`src/rtl/instr_fetch_unit_if.sv`:
```
// instr_fetch_unit_if: instruction-memory read channel between the fetch unit and imem.
// The fetch unit holds imem_req/imem_addr until imem_rvalid; rvalid may arrive in the request cycle.
interface instr_fetch_unit_if;
    logic        imem_req;
    logic [31:0] imem_addr;
    logic        imem_rvalid;
    logic [31:0] imem_rdata;

    modport master (output imem_req, imem_addr, input imem_rvalid, imem_rdata);
    modport slave  (input imem_req, imem_addr, output imem_rvalid, imem_rdata);
endinterface

```
`src/rtl/instr_fetch_unit.sv`:
```
// instr_fetch_unit: owns the PC, fetches from imem and fills the IF/ID register for decode.
// One request in flight; a skid register absorbs a response that lands while decode stalls.
module instr_fetch_unit #(
    parameter logic [31:0] RESET_PC = 32'h0000_0000
) (
    input  logic               clk,
    input  logic               rst_n,
    instr_fetch_unit_if.master imem,
    input  logic               stall_i,
    input  logic               branch_taken_i,
    input  logic [31:0]        branch_target_i,
    input  logic               jump_i,
    input  logic [31:0]        jump_target_i,
    output logic               if_valid_o,
    output logic [31:0]        if_instr_o,
    output logic [31:0]        if_pc_o,
    output logic [31:0]        if_pc_plus4_o,
    output logic [5:0]         opcode_o
);
    typedef enum logic [1:0] {IDLE, FETCH, HOLD, DRAIN} state_e;
    localparam logic [31:0] PC_MASK = 32'hFFFF_FFFC;

    state_e      state_q, state_d;
    logic [31:0] pc_q, pc_d, drain_addr_q, drain_addr_d, skid_q, skid_d;
    logic [31:0] instr_q, instr_d, if_pc_q, if_pc_d, if_pc4_q, if_pc4_d;
    logic        valid_q, valid_d, req, redirect;
    logic [31:0] target;

    assign redirect       = jump_i | branch_taken_i;
    assign target         = (jump_i ? jump_target_i : branch_target_i) & PC_MASK;
    assign req            = (state_q == FETCH) || (state_q == DRAIN);
    assign imem.imem_req  = req;
    assign imem.imem_addr = (state_q == DRAIN) ? drain_addr_q : pc_q;

    always_comb begin
        state_d      = state_q;
        pc_d         = pc_q;
        drain_addr_d = drain_addr_q;
        skid_d       = skid_q;
        instr_d      = instr_q;
        if_pc_d      = if_pc_q;
        if_pc4_d     = if_pc4_q;
        valid_d      = valid_q;
        if (redirect) begin
            // An unanswered request must still be drained at its original address.
            pc_d    = target;
            valid_d = 1'b0;
            skid_d  = '0;
            state_d = (req && !imem.imem_rvalid) ? DRAIN : FETCH;
            if (state_q == FETCH) drain_addr_d = pc_q;
        end else begin
            case (state_q)
                IDLE: state_d = FETCH;
                FETCH: begin
                    if (imem.imem_rvalid && (!stall_i || !valid_q)) begin
                        instr_d  = imem.imem_rdata;
                        if_pc_d  = pc_q;
                        if_pc4_d = pc_q + 32'd4;
                        pc_d     = pc_q + 32'd4;
                        valid_d  = 1'b1;
                    end else if (imem.imem_rvalid) begin
                        skid_d  = imem.imem_rdata;
                        state_d = HOLD;
                    end else if (!stall_i) begin
                        valid_d = 1'b0;
                    end
                end
                HOLD: begin
                    if (!stall_i) begin
                        instr_d  = skid_q;
                        if_pc_d  = pc_q;
                        if_pc4_d = pc_q + 32'd4;
                        pc_d     = pc_q + 32'd4;
                        valid_d  = 1'b1;
                        state_d  = FETCH;
                    end
                end
                DRAIN: state_d = imem.imem_rvalid ? FETCH : DRAIN;
                default: state_d = IDLE;
            endcase
        end
    end

    always_ff @(posedge clk or negedge rst_n) begin
        if (!rst_n) begin
            state_q      <= IDLE;
            pc_q         <= RESET_PC & PC_MASK;
            drain_addr_q <= '0;
            skid_q       <= '0;
            instr_q      <= '0;
            if_pc_q      <= '0;
            if_pc4_q     <= '0;
            valid_q      <= 1'b0;
        end else begin
            state_q      <= state_d;
            pc_q         <= pc_d;
            drain_addr_q <= drain_addr_d;
            skid_q       <= skid_d;
            instr_q      <= instr_d;
            if_pc_q      <= if_pc_d;
            if_pc4_q     <= if_pc4_d;
            valid_q      <= valid_d;
        end
    end

    assign if_valid_o    = valid_q;
    assign if_instr_o    = instr_q;
    assign if_pc_o       = if_pc_q;
    assign if_pc_plus4_o = if_pc4_q;
    assign opcode_o      = instr_q[31:26];
endmodule
```
`src/flat_wrapper.sv`:
```
// flat-port wrapper written by rule: the top's interface ports become plain ports
module instr_fetch_unit_flat 
#(
    parameter logic [31:0] RESET_PC = 32'h0000_0000
)
  (clk, rst_n, stall_i, branch_taken_i, branch_target_i, jump_i, jump_target_i, if_valid_o, if_instr_o, if_pc_o, if_pc_plus4_o, opcode_o, imem_imem_req, imem_imem_addr, imem_imem_rvalid, imem_imem_rdata);
  instr_fetch_unit_if imem_i ();
  input  logic clk;
  input  logic rst_n;
  input  logic stall_i;
  input  logic branch_taken_i;
  input  logic [31:0] branch_target_i;
  input  logic jump_i;
  input  logic [31:0] jump_target_i;
  output logic if_valid_o;
  output logic [31:0] if_instr_o;
  output logic [31:0] if_pc_o;
  output logic [31:0] if_pc_plus4_o;
  output logic [5:0] opcode_o;
  output wire logic [$bits(imem_i.imem_req)-1:0] imem_imem_req;
  output wire logic [$bits(imem_i.imem_addr)-1:0] imem_imem_addr;
  input wire logic [$bits(imem_i.imem_rvalid)-1:0] imem_imem_rvalid;
  input wire logic [$bits(imem_i.imem_rdata)-1:0] imem_imem_rdata;
  assign imem_imem_req = imem_i.imem_req;
  assign imem_imem_addr = imem_i.imem_addr;
  assign imem_i.imem_rvalid = imem_imem_rvalid;
  assign imem_i.imem_rdata = imem_imem_rdata;
  instr_fetch_unit #(.RESET_PC(RESET_PC)) u_core (.clk(clk), .rst_n(rst_n), .imem(imem_i), .stall_i(stall_i), .branch_taken_i(branch_taken_i), .branch_target_i(branch_target_i), .jump_i(jump_i), .jump_target_i(jump_target_i), .if_valid_o(if_valid_o), .if_instr_o(if_instr_o), .if_pc_o(if_pc_o), .if_pc_plus4_o(if_pc_plus4_o), .opcode_o(opcode_o));
endmodule
```
`config.mk`:
```
export PLATFORM = sky130hd
export DESIGN_NAME = instr_fetch_unit_flat
export DESIGN_NICKNAME = d
export VERILOG_FILES = /design/src/rtl/instr_fetch_unit_if.sv /design/src/rtl/instr_fetch_unit.sv /design/src/flat_wrapper.sv
export SDC_FILE = /design/constraint.sdc
export NUM_CORES = 1
export LEC_CHECK = 0
export BUFFER_PORTS_ARGS = -buffer_cell sky130_fd_sc_hd__buf_4
export CAP_MARGIN = 5
export CORE_MARGIN = 2
export CORE_UTILIZATION = 44
export DETAILED_ROUTE_END_ITERATION = 7
export PLACE_DENSITY_LB_ADDON = 0.05
export SYNTH_ARGS = -nofsm -noshare
export SYNTH_HDL_FRONTEND = slang
export SYNTH_SLANG_ARGS = --single-unit
```
`constraint.sdc`:
```
create_clock -name clk -period 2 [get_ports clk]
set_input_delay 0.3 -clock clk [delete_from_list [all_inputs] [get_ports clk]]
set_output_delay 0.3 -clock clk [all_outputs]
set_load 0.01 [all_outputs]
```
==> summary.txt <==
Worst hold path
  • Min-Delay Path Depth: 3
  • Hold EP: u_core.pc_q[3]
  • Hold/Removal Path Class: input port to flop
  • Min-delay src: jump_target_i[3]

Logic synthesis
  • Share of the synthesized area in the top cell type: 51.2%
  • Yosys top cell by area: dfrtp_1
  • EDFF count, synth: 0
  • Post-Syn Area: 0.00914 mm^2
  • Post-synth cell types: 50
  • Most numerous cell in the Yosys netlist: dfrtp_1
  • Synthesized flop and latch total: 187
  • Proportion of synthesized area in mux cells: 13.5%
  • Ys flop type: dfrtp_1
  • Yosys warning count: 0
  • Largest family of logic cells by synthesized area: simple AND/OR/NAND/NOR gates
  • Post-synthesis simple-gate area fraction: 13.7%
  • Synth cell count leaders: 187 x dfrtp_1, 160 x nand2_1, 84 x o21ai_0
  • Post-Synth XOR/XNOR Area: 4.79%
  • Sequential cell area fraction in the yosys report: 51.2%
  • Post-synthesis instance total: 911
  • Post-synthesis compound-gate area fraction: 11.2%
  • Async SR Flop Fraction: 100%
  • Ranking of synthesized cells by area: dfrtp_1 51%, mux2_2 9.5%, nand2_1 6.6%
  • Syn_area_per_cell: 10.0 um^2
  • Post-synthesis adder-cell area fraction: 0.548%

Setup path
  • R2R cell count: 6
  • Arr. time, crit path: 1.79 ns
  • CP endpoint kind: primary output
  • Worst R2R Setup Slack: 0.10 ns
  • Setup crit start kind: flop
  • Kind of critical path: flop to primary output
  • Critical register-to-register path endpoint: u_core.pc_q[28]
  • Crit path required time: 1.70 ns
  • FF-to-FF Start: u_core.pc_q[3]
  • CP max FO: 13

Die
  • Die area: 0.0219 mm^2
  • Die width: 148 um
  • Die extent in y: 148 um
  • CORE AREA: 0.0203 mm^2
  • FP Rows: 52
  • Initial core utilization: 45.0%
  • # IOs: 238

Place
  • Final RePlAce weighted congestion: 0.809
  • HPWL after detailed placement: 16,700 um
  • Number of port buffers: 227

Power and ir drop
  • P_int: 8.75 mW
  • Power density over the cells: 1040 mW/mm^2
  • Leakage Power: 5.47 nW
  • Clk pwr share: 26.7%
  • Sw frac: 32.0%
  • Logic pwr share: 32.5%
  • VDD IR-drop max: 0.650 mV
  • Flop pwr share: 40.7%
  • Sw power: 4.12 mW

Final layout
  • Final net count: 1,247
  • Layout cells sized above 1: 37.5%
  • Layout area overhead: 35.4%
  • Fill cells: 1,810
  • # diodes: 0
  • Multi-input combinational cell area: 0.00419 mm^2
  • Register area: 0.00468 mm^2
  • Core Util, Final: 60.9%

CTS
  • CTS Buf Count: 17
  • Clock Path Buffers: 2
  • Clk slew on worst S/H paths: 0.07 ns
  • Clock root buffer: clkbuf_16
  • Clock sinks: 187
  • Clock Latency Late Sink: 0.43 ns
  • H-tree depth: 4
  • CTS tree: yes

STA
  • Setup TNS: -1.53 ns
  • Slew headroom: 57.8%
  • Worst Skew: 0.0135 ns
  • Final Slew Violations: 0
  • Min Hold Slack: 0.0925 ns
  • Final Cycle Share: 104%
  • Actual slew at the worst max-slew pin: 0.633 ns
  • RSZ-0062 raised after global routing: yes
  • Max Clock Freq: 479 MHz
  • # setup viols final: 24
  • Tmin final: 2.09 ns
  • Final hold violation count: 0
  • Setup WS post-layout: -0.0861 ns

Status
  • Run status: finished with violations
  • Failing checks: negative setup slack

Job
  • Max cap viols: 0

Global routing
  • GRT Util Overall: 22.2%
  • Largest net degree at the start of global routing: 81
  • Initial antenna violation count: 0
  • Global-route wire length before repair: 38,500 um
  • Grt ovf: 0
  • Vias in the first global route: 7,118

Detailed routing
  • Drt drc: 0
  • Vias per inst: 5.18
  • Detail Route Antenna Nets: 0
  • WL/cell: 17.4 um
  • DR iter-0 viols: 323
  • Final WL: 24,800 um
  • Number of vias in the routed layout: 7,374
  • First-pass DRT Iterations: 5
-- registers in the layout, summed over array words and instances, names as in the netlist --
register              cells
u_core.if_valid_o         1
u_core.if_pc_o           30
u_core.pc_q              30
u_core.skid_q            32
u_core.state_q            2
u_core.drain_addr_q      30
u_core.if_pc_plus4_o     30
u_core.if_instr_o        32
-- per-stage QoR --
stage	cell area [um^2]	instances	total power [mW]	worst slack, ns
final	12400	1424	12.9	-0.0861
after global routing	12400	1424	13.6	-0.151
after CTS	12200	1420	12.9	-0.110
after detailed placement	11400	1384	9.33	0.0511
after global placement	11400	1384	9.26	0.0671
after floorplan	9190	916	7.10	0.0191
-- cell families after synthesis --
kind of cell    Yosys count
fa+ha+maj                 4
xor+xnor                 50
simple gates            269
other cells               1
flops                   187
mux                     114
compound gates          185
buf+inv                 101
-- per-layer routing --
layer,global-route usage (%),up-vias,share of wire (%)
met2,35.3,210,48
met5,0,-,0
li1,-,3570,-
met4,5.67,0,1.3
met3,4.45,23,5.3
met1,31.3,3571,45
-- area by class of cell --
class,count,area share (%)
Multi-Input combinational cell,628,33.9
Timing Repair Buffer,297,20.5
Clock buffer,18,3.55
Tap cell,270,2.73
Sequential cell,187,37.8
Clock inverter,14,1.25
Inverter,10,0.303
-- placed cells by master, fill, tap and decap left out, types with 4 or more instances in the layout --
cell type and n:
inv_1 9, mux2_4 6, clkinv_4 5, o21ai_0 77, dfrtp_1 185, clkbuf_16 20, o22ai_1 5, nand3_1 19
buf_12 12, nand4_1 18, nand2_1 158, buf_6 12, nor2_1 14, and4_1 4, mux2_2 71, mux2i_1 37
o21ai_1 4, xor2_1 33, xnor2_1 17, nor2b_1 21, nor3_1 7, buf_4 266, a21oi_1 59, a211oi_1 20
conb_1 6
-- worst max-delay path by stage --
stage / from / endpoint / slack [ns]
2_1_floorplan: u_core.pc_q[3] / u_core.pc_q[28] / 0.02
3_3_place_gp: u_core.state_q[1] / u_core.if_pc_o[24] / 0.07
3_5_place_dp: u_core.state_q[1] / u_core.if_pc_o[26] / 0.05
4_1_cts: u_core.state_q[0] / imem_imem_addr[9] / -0.11
5_1_grt: u_core.state_q[0] / imem_imem_addr[10] / -0.15
6_report: u_core.state_q[0] / imem_imem_addr[9] / -0.09
-- repair_timing --
| action | in CTS | in global routing |
|---|---|---|
| buffers inserted | 1 | 2 |
| setup endpoints to repair | 27 | 68 |
| gates resized for setup | 17 | 31 |
| hold buffers | 1 | 0 |
| gates cloned | 2 | 3 |
| pin swaps | 0 | 5 |
| endpoints found under the hold margin | 56 | 0 |
-- critical path, stage by stage, from the launching register on --
cell and delay (ns):
dfrtp_1 0.37, buf_6 0.11, ha_4 0.19, buf_12 0.18, mux2_2 0.35, buf_4 0.14
-- power by group through the flow --
stage                     logic [mW]  registers [mW]  clock network [mW]
after floorplan                 1.60            5.50                   0
after global placement          3.98            5.28                   0
after detailed placement        4.03            5.30                   0
after CTS                       4.15            5.24                3.50
after global routing            4.55            5.36                3.66
final                           4.19            5.24                3.44
No activity file was read; power rests on OpenSTA's default activity.
